<file path="config.mk">
export PLATFORM = sky130hd
export DESIGN_NAME = output_map_reader
export DESIGN_NICKNAME = d
export VERILOG_FILES = /design/src/rtl/output_map_reader.sv
export SDC_FILE = /design/constraint.sdc
export NUM_CORES = 1
export LEC_CHECK = 0
export CORE_ASPECT_RATIO = 0.75
export CORE_UTILIZATION = 35
export CTS_BUF_LIST = sky130_fd_sc_hd__clkbuf_8
export CTS_CLUSTER_DIAMETER = 200
export DETAILED_ROUTE_END_ITERATION = 8
export GPL_ROUTABILITY_DRIVEN = 0
export HOLD_SLACK_MARGIN = 0.1
export RECOVER_POWER = 100
export SLEW_MARGIN = 20
export SYNTH_ARGS = -nofsm -noshare
export SYNTH_HDL_FRONTEND = slang
export SYNTH_SLANG_ARGS = --single-unit
</file>
<file path="constraint.sdc">
create_clock -name clk -period 4.35 [get_ports clk]
set_clock_uncertainty 0.05 [all_clocks]
set_input_delay 0.435 -clock clk [delete_from_list [all_inputs] [get_ports clk]]
set_output_delay 0.435 -clock clk [all_outputs]
set_load 0.03 [all_outputs]
</file>
<file path="src/rtl/output_map_reader.sv">
`default_nettype none
// ============================================================================
// Module   : output_map_reader
// Purpose  : Reads back KERNEL_COUNT convolution output maps of WORD_COUNT
//            words each, stored contiguously from base_addr, using a
//            synchronous single-port memory. Each word is presented on a
//            valid/ready stream and tagged with its kernel index and with
//            end-of-map / end-of-frame markers.
// Ports    : clk, rst (sync, active-low)
//            start, base_addr          - run request, base address
//            mem_rd_en, mem_addr,
//            mem_rdata                 - memory read port (1-cycle latency)
//            out_data, out_valid,
//            out_ready, out_kernel,
//            out_last_map, out_last    - tagged output stream
//            busy, done                - status
// Revision : 1.0 - initial release
// ============================================================================
module output_map_reader #(
  parameter int DATA_WIDTH   = 8,
  parameter int ADDR_WIDTH   = 8,
  parameter int WORD_COUNT   = 43,
  parameter int KERNEL_COUNT = 2
) (
  input  logic                            clk,
  input  logic                            rst,
  input  logic                            start,
  input  logic [ADDR_WIDTH-1:0]           base_addr,
  output logic                            mem_rd_en,
  output logic [ADDR_WIDTH-1:0]           mem_addr,
  input  logic [DATA_WIDTH-1:0]           mem_rdata,
  output logic [DATA_WIDTH-1:0]           out_data,
  output logic                            out_valid,
  input  logic                            out_ready,
  output logic [$clog2(KERNEL_COUNT)-1:0] out_kernel,
  output logic                            out_last_map,
  output logic                            out_last,
  output logic                            busy,
  output logic                            done
);

  // A single-word map still needs a 1-bit counter.
  localparam int c_word_w   = (WORD_COUNT > 1) ? $clog2(WORD_COUNT) : 1;
  localparam int c_kernel_w = $clog2(KERNEL_COUNT);
  localparam logic [c_word_w-1:0]   c_last_word   = c_word_w'(WORD_COUNT - 1);
  localparam logic [c_kernel_w-1:0] c_last_kernel = c_kernel_w'(KERNEL_COUNT - 1);

  typedef enum logic [2:0] {
    S_IDLE    = 3'd0,
    S_ARM     = 3'd1,
    S_ISSUE   = 3'd2,
    S_WAIT    = 3'd3,
    S_PRESENT = 3'd4,
    S_DONE    = 3'd5
  } state_t;

  state_t                  r_state;
  state_t                  w_next;
  logic [ADDR_WIDTH-1:0]   r_addr;
  logic [c_word_w-1:0]     r_word;
  logic [c_kernel_w-1:0]   r_kernel;
  logic [DATA_WIDTH-1:0]   r_data;
  logic [c_kernel_w-1:0]   r_tag_kernel;
  logic                    r_tag_last_map;
  logic                    r_tag_last;
  logic                    w_word_last;
  logic                    w_kernel_last;
  logic                    w_handshake;

  assign w_word_last   = (r_word == c_last_word);
  assign w_kernel_last = (r_kernel == c_last_kernel);
  assign w_handshake   = (r_state == S_PRESENT) && out_ready;

  // State register and datapath registers
  always_ff @(posedge clk) begin
    if (!rst) begin
      r_state        <= S_IDLE;
      r_addr         <= '0;
      r_word         <= '0;
      r_kernel       <= '0;
      r_data         <= '0;
      r_tag_kernel   <= '0;
      r_tag_last_map <= 1'b0;
      r_tag_last     <= 1'b0;
    end else begin
      r_state <= w_next;
      case (r_state)
        S_IDLE: begin
          if (start) begin
            r_addr   <= base_addr;
            r_word   <= '0;
            r_kernel <= '0;
          end
        end
        S_WAIT: begin
          // Read data and tags are captured together so they stay
          // coherent for the whole time the word is presented.
          r_data         <= mem_rdata;
          r_tag_kernel   <= r_kernel;
          r_tag_last_map <= w_word_last;
          r_tag_last     <= w_word_last & w_kernel_last;
        end
        S_PRESENT: begin
          if (w_handshake) begin
            r_addr <= r_addr + 1'b1;
            if (w_word_last) begin
              r_word   <= '0;
              r_kernel <= r_kernel + 1'b1;
            end else begin
              r_word <= r_word + 1'b1;
            end
          end
        end
        default: ;
      endcase
    end
  end

  // Next-state and output decode
  always_comb begin
    w_next       = r_state;
    mem_rd_en    = 1'b0;
    mem_addr     = '0;
    out_valid    = 1'b0;
    out_data     = '0;
    out_kernel   = '0;
    out_last_map = 1'b0;
    out_last     = 1'b0;
    busy         = 1'b1;
    done         = 1'b0;
    case (r_state)
      S_IDLE: begin
        busy = 1'b0;
        if (start) w_next = S_ARM;
      end
      S_ARM: begin
        // Wait for the controller to release start before reading.
        if (!start) w_next = S_ISSUE;
      end
      S_ISSUE: begin
        mem_rd_en = 1'b1;
        mem_addr  = r_addr;
        w_next    = S_WAIT;
      end
      S_WAIT: begin
        w_next = S_PRESENT;
      end
      S_PRESENT: begin
        out_valid    = 1'b1;
        out_data     = r_data;
        out_kernel   = r_tag_kernel;
        out_last_map = r_tag_last_map;
        out_last     = r_tag_last;
        if (w_handshake) w_next = r_tag_last ? S_DONE : S_ISSUE;
      end
      S_DONE: begin
        done   = 1'b1;
        w_next = S_IDLE;
      end
      default: begin
        busy   = 1'b0;
        w_next = S_IDLE;
      end
    endcase
  end

endmodule
`default_nettype wire

</file>
After elaboration in Yosys (flattened, before gate mapping)

Index checks and enable logic that the tools add are counted.

Word-level logic and storage cells: 54
Output and inout port bits: 23
Latch bits: 0
Memory bits (read-only): 0
RAM bits: 0
Bits in registers: 29
Memories kept: 0

Mux-type cells: 25
$mul: 0
Divide/modulo/power cells: 0
Bitwise gates (word level): 1
Add/subtract/negate cells: 3
Magnitude comparators: 0
Reductions and logical operators: 7
Eq/ne operators: 10
Shift operators: 0

Operators with widths:

| operator            | number |
|---|---|
| $mux 8              | 4 |
| $mux 6              | 3 |
| $pmux 8 s2          | 1 |
| $pmux 3 s5          | 1 |
| $mux 3              | 4 |
| $pmux 6 s2          | 1 |
| $mux 1              | 10 |
| $add 8x1->8 const B | 1 |
| $ne 2x2->1 const B  | 4 |
| $add 6x1->6 const B | 1 |
| $eq 3x2->1 const B  | 2 |
| $eq 3x3->1 const B  | 2 |
| $eq 6x6->1 const B  | 1 |
| $reduce_and 3->1    | 2 |
| $reduce_or 5->1     | 1 |
| $reduce_and 4->1    | 1 |
| $eq 3x1->1 const B  | 1 |
| $logic_not 3->1     | 1 |
| $pmux 1 s2          | 1 |
| $reduce_bool 2->1   | 1 |
| $add 1x1->1 const B | 1 |
| $and 1x1->1         | 1 |
| $logic_and 1x1->1   | 1 |

Longest topological paths before layout

Word-level depth: 4
Gate-level depth with buffers: 6
Mapped depth without buffers: 5

Worst setup path before layout

OpenSTA, ideal clock, no wires.

Kind: register -> output
Start: register r_state[2]
End: output busy
Data required time: 3.865 ns
Arrival time: 1.369 ns
Buffers on the path: 2
Slack: 2.496 ns
Cell stages (with the launch flop): 5
Cell sequence: dfxtp_1 > buf_2 > buf_1 > nor3_1 > a21oi_1

Word-level cells in the longest chain between the ends: 3
Elaborated cells on any way between the ends: 7
Classes of those cells: eq/ne (5); mux (1); reduce/logical (1)

Ends and longest elaborated chain:

| item                               | line | source |
|---|---|---|
| from (decl)                        | 57   | `state_t r_state;` |
| from (signal assigned)             | 86   | `r_state <= w_next;` |
| $eq 3x3->1 (tied with other cells) | 131  | `case (r_state)` |
| $reduce_or 5->1 (no source line) * | n/a  |  |
| $mux 1 *                           | 131  |  |
| to (decl)                          | 38   | `output logic busy,` |

Mark *: on every way between the ends. The rest lies on a longest branch, timed or not.

Final worst setup path

Start: register r_state[2]
End: output out_valid

Word-level cells in the longest chain between the ends: 2

Ends and longest elaborated chain:

| item       | line | source |
|---|---|---|
| $eq 3x3->1 | 131  |  |
| $mux 1     | 131  |  |
| to (decl)  | 33   | `output logic out_valid,` |

No other way between the ends.

==> results.json <==
{
  "max_slew_margin_pct": -12.7,
  "whs_ns": 0.400,
  "vdd.ir_drop.worst_v": 0.000220,
  "post-route-min-period_ns": 3.25,
  "antenna_found_initial": 0,
  "fp.dieH_um": 59.7,
  "tns_ns": 0,
  "cp_slowest_stage_delay_ns": 0.93,
  "io_pins": 43,
  "synth.distinct_cells": 42,
  "cp-end-kind": "output pin",
  "dp.final_hpwl_um": 2700,
  "start_util_pct": 37.4,
  "ant_nets": 0,
  "num_rows": 20,
  "path_cells": "or3b_1, inv_1, dlygate4sd3_1",
  "cp_slowest_cell": "dfxtp_1",
  "hold_viol_final": 0,
  "grt_pass1_wl_um": 6310,
  "dpl.cell_count": 285,
  "clock.fmax_mhz": 308,
  "grt_overflow": 0,
  "avgSynthCellArea_um2": 7.73,
  "cts_resized": 0,
  "port_buffers": 42,
  "via_per_inst": 5.11,
  "layout_common_cells": "nand2_1 (36), dfxtp_1 (29), dlygate4sd3_1 (23)",
  "cts_tree": "done",
  "die_w_um": 78.9,
  "vias": 1496,
  "cp_data_required_time_ns": 3.87,
  "nets": 260,
  "hp-class": "reg2reg",
  "path_max_fanout": 31,
  "leakagePower_nw": 0.868,
  "status": "finished with violations",
  "synth-seq-cells": 29,
  "yosysTopAreaCell": "dfxtp_1",
  "synth_edf_count": 0,
  "cts_root_buf": "clkbuf_8",
  "cts_setup_buffers": 0,
  "synth_area_leaders": "dfxtp_1 (37%), nand2_1 (8.7%), and3_1 (8.5%), a21oi_1 (6.1%), nor2_1 (3.6%)",
  "mappedNetlistNets": 224,
  "drv_cap": 1,
  "power_density_nw_per_um2": 303,
  "worst_skew_pair.late_latency_ns": 0.28,
  "die-area_um2": 4710,
  "grt_pass1_vias": 1292,
  "cts.path.max_buffers": 2,
  "syn_inst": 201,
  "cts.sinks": 29,
  "syn_area_um2": 1550,
  "yosys_warnings": 0,
  "drt-total-wl_um": 3970,
  "drive_gt1_share_pct": 5.04,
  "critPathKind": "reg2out",
  "async_flop_share_pct": 0,
  "worst_pin_slew_ns": 1.68,
  "area_growth_pct": 33.2,
  "seq_area_frac_synth_pct": 37.4,
  "cp.arrival_ns": 2.76,
  "detail_route.iter0.violations": 67,
  "layout_commonest_cell": "nand2_1",
  "fill_cells": 443,
  "drv_slew": 17,
  "drc": 0,
  "holdBufCountCts": 0,
  "finalCritPeriodShare_pct": 74.7,
  "htreeDepth": 2,
  "clk_pin_slew_ns": 0.06,
  "design.core.area_um2": 4150,
  "routedWlPerCell_um": 13.5,
  "synth_top_area_share_pct": 37.4,
  "violations": "capacitance limit, slew limit",
  "diodes": 0,
  "crit_path_start_kind": "flop",
  "setup_violations": 0,
  "rsz0062_at_grt": "no",
  "synth_ff_type": "dfxtp_1",
  "grt_max_degree": 32,
  "drt-pass1-iter-count": 4,
  "fin_cells": 293,
  "grtUsageTotal_pct": 18.3,
  "cts_buffers": 5
}
==> sequential cells by signal, summed over array words and instances (netlist names) <==
| register | count |
|---|---|
| r_state | 3 |
| r_data | 8 |
| r_word | 6 |
| r_tag_last | 1 |
| r_tag_kernel | 1 |
| r_addr | 8 |
| r_tag_last_map | 1 |
| r_kernel | 1 |
==> worst paths after layout <==
| kind | startpoint | slack [ns] | cells past startpoint | to |
|---|---|---|---|---|
| hold / removal | r_data[7] | 0.40 | 2 | r_data[7] |
| setup reg to reg | r_state[2] | 1.18 | 4 | r_addr[0] |
| setup / recovery | r_state[2] | 1.10 | 3 | out_valid |
| hold reg to reg | r_data[7] | 0.40 | 2 | r_data[7] |
==> worst max-delay path, delay by kind of cell, from the launching register on <==
kind / cells / cell delay [ns]
buffers and inverters: 2 / 0.96
and+or+nand+nor: 1 / 0.59
DFF: 1 / 0.93
==> per-stage QoR <==
step           util (%)  worst slack (ns)  power (mW)  instance area [um2]
2_1_floorplan         -              2.50       0.352                 1550
3_3_place_gp       47.7              1.56       0.389                 1980
3_5_place_dp       47.7              1.51       0.389                 1980
4_1_cts            50.1              1.20       0.638                 2080
5_1_grt            49.8             0.815       0.666                 2070
6_report           49.8              1.10       0.628                 2070
==> power by group <==
group          switching (mW)  internal, mW
registers              0.0186         0.278
logic                  0.0458        0.0388
clock network           0.104         0.143
==> cells in the mapped netlist, types with 4 or more instances <==
| cell type | n |
|---|---|
| xnor2_1 | 4 |
| nand2_1 | 36 |
| clkbuf_1 | 7 |
| o21ai_0 | 5 |
| nand3_1 | 10 |
| a21oi_1 | 19 |
| dfxtp_1 | 29 |
| nand2b_1 | 4 |
| nor2_1 | 15 |
| and3_1 | 21 |
==> layout make-up <==
| class | instances | area [um2] | area share [%] |
|---|---|---|---|
| Multi-Input combinational cell | 154 | 880 | 42.5 |
| Sequential cell | 29 | 581 | 28.1 |
| Timing Repair Buffer | 42 | 420 | 20.3 |
| Clock buffer | 7 | 96.3 | 4.66 |
| Tap cell | 55 | 68.8 | 3.33 |
| Inverter | 5 | 18.8 | 0.907 |
| Clock inverter | 1 | 5.00 | 0.242 |
==> routing by layer <==
| layer | vias up | routed length (um) | GRT usage (%) |
|---|---|---|---|
| met5 | - | 0 | 0 |
| li1 | 778 | - | - |
| met4 | 0 | 36 | 7.79 |
| met3 | 2 | 260 | 6.72 |
| met2 | 52 | 1610 | 24.7 |
| met1 | 664 | 2060 | 25.8 |
==> kinds of logic after synthesis <==
kind of cell / synth area share (%)
xor+xnor: 2.82
simple gates: 34.1
buf+inv: 5.31
flops: 37.4
mux: 2.01
fa+ha+maj: 2.42
compound gates: 15.9
No activity file was read; power rests on OpenSTA's default activity.
==> variant: new RTL, same settings <==
Change the parameter `WORD_COUNT` from 43 to 86.
--- a/src/rtl/output_map_reader.sv
+++ b/src/rtl/output_map_reader.sv
@@ -20,5 +20,5 @@
   parameter int DATA_WIDTH   = 8,
   parameter int ADDR_WIDTH   = 8,
-  parameter int WORD_COUNT   = 43,
+  parameter int WORD_COUNT   = 86,
   parameter int KERNEL_COUNT = 2
 ) (
Behaviour: same outputs for any inputs over 10 cycles, from zero or initial values and one cycle with rst low; that may be too few to reach the edited logic, so the function may still have changed.
==> variant against the original RTL <==
- routed wire length shrank 1.6%
- setup slack gained 0.38 ns
- maximum frequency grew 13%
- cell area grew 1.2%
- largest power group unchanged
- cell count grew 0.68%
- register-to-register slack gained 0.50 ns
- synthesized area grew 1.7%
- total power shrank 0.76%
- largest cell class unchanged
- sequential cell count grew 1
==> variant: results (changes against the original RTL) <==
** GRT
- The pin count of the biggest net entering global routing is 20 (-38%).
- Vias in the first global route :: 1,424 (+10%)
- The wire length of the first global-routing pass is 6.55 mm (+3.8%).
- The global-route usage over all layers is 18.0% (-0.28 points).

** Pwr
- The highest ir drop seen on vdd came to 134 uV (-39%).
- Static Leak :: 0.853 nW (-1.7%)

** STA
- Post-layout min period :: 2.86 ns (-0.385 ns)
- The transition at the pin with the smallest max-transition slack is 0.766 ns (-0.911 ns).

** Route
- The average wire per standard cell was 13.2 microns (-2.3%).
- Final wirelength :: 3.90 mm (-1.6%)
- The vias per cell was 5.17 (+1.3%).
- The number of design-rule violations left by the first detailed-router iteration came to 81 (+21%).

** Cells and area
- Fin area :: 2090 sq um (+1.2%)
- The largest registers in the layout are r_addr x8, r_data x8, r_word x7.
- The share of cells above drive strength 1 was 3.75% (-1.3 points).
- The final net count came to 262 (+0.77%).
- The fill cell total of the finished layout is 405 (-8.6%).

** Synthesis
- The area share of fa/ha/maj cells after synthesis is 2.38% (-0.040 points).
- Compound-gate portion of the synthesized area :: 17.4% (+1.5 points)
- List of most frequent post-synthesis cells :: nand2_1 (33), dfxtp_1 (30), a21oi_1 (19), and3_1 (15), nand3_1 (11)
- The fraction of the yosys area taken by sequential cells came to 38.0% (+0.65 points).
- Synthesized-area fraction occupied by xor and xnor cells :: 2.77% (-0.047 points)
- Leading post-synthesis cells by cell area :: dfxtp_1 (38%), nand2_1 (7.8%), a21oi_1 (6.0%)
- The average instance area after synthesis was 7.82 sq um (+1.2%).
- Nets in the synthesized netlist :: 225 (+0.45%)

** Placement
- Placed Instances :: 287 (+0.70%)
- The HPWL after detailed placement is 2.80 mm (+3.7%).

** Setup path
- The endpoint identified for the worst register-to-register timing path is r_addr[2]$_SDFFE_PN0P_.
- The signal arrival time at the worst endpoint came to 2.38 ns (-0.38 ns).
- Among all stages on the critical path, the largest delay is contributed by dlygate4sd3_1.
- Flop2flop setup slack :: 1.68 ns (+0.50 ns)
- Slowest Stage Delay on Critical Path :: 0.76 ns (-0.17 ns)

** Run status
- The run finished with clean final reports.
variant: changes by cell type after synthesis, moves of 3 or more:
cell	change
and2_1	+8
and3_1	-6
nand2_1	-3
nor2_1	-5
xnor2_1	-3
xor2_1	+3
variant: how the worst min path moves through the flow:
stage,from,endpoint,slack [ns]
6_report,r_tag_last_map$_SDFFE_PN0N_,r_tag_last_map$_SDFFE_PN0N_,0.40
5_1_grt,r_data[0]$_SDFFE_PN0N_,r_data[0]$_SDFFE_PN0N_,0.44
4_1_cts,r_tag_kernel$_SDFFE_PN0N_,r_tag_kernel$_SDFFE_PN0N_,0.41
3_5_place_dp,r_tag_kernel$_SDFFE_PN0N_,r_tag_kernel$_SDFFE_PN0N_,0.40
3_3_place_gp,r_data[4]$_SDFFE_PN0N_,r_data[4]$_SDFFE_PN0N_,0.39
2_1_floorplan,r_data[0]$_SDFFE_PN0N_,r_data[0]$_SDFFE_PN0N_,0.38
variant: tightest hold or removal path, cell delays in order (launching register included):
cell	delay, ns
dfxtp_1	0.31
nand2_1	0.05
a21oi_1	0.05
variant: power breakdown:
group	total, mW	internal (mW)	switching, mW	leakage (nW)
sequential	0.304	0.287	0.0167	0.244
clock	0.227	0.125	0.101	0.0524
combinational	0.0923	0.0409	0.0514	0.556
variant: metal layers:
layer / GRT usage [%] / part of all wire (%)
met1: 25.2 / 52
met2: 26.9 / 42
met3: 4.73 / 6.1
met4: 5.45 / 0.36
met5: 0 / 0
variant: final cells by class:
class                           count  area share [%]
Multi-Input combinational cell    153            42.4
Sequential cell                    30            28.7
Timing Repair Buffer               43            20.3
Clock buffer                        6            3.94
Tap cell                           55            3.29
Inverter                            6            1.08
Clock inverter                      2           0.418
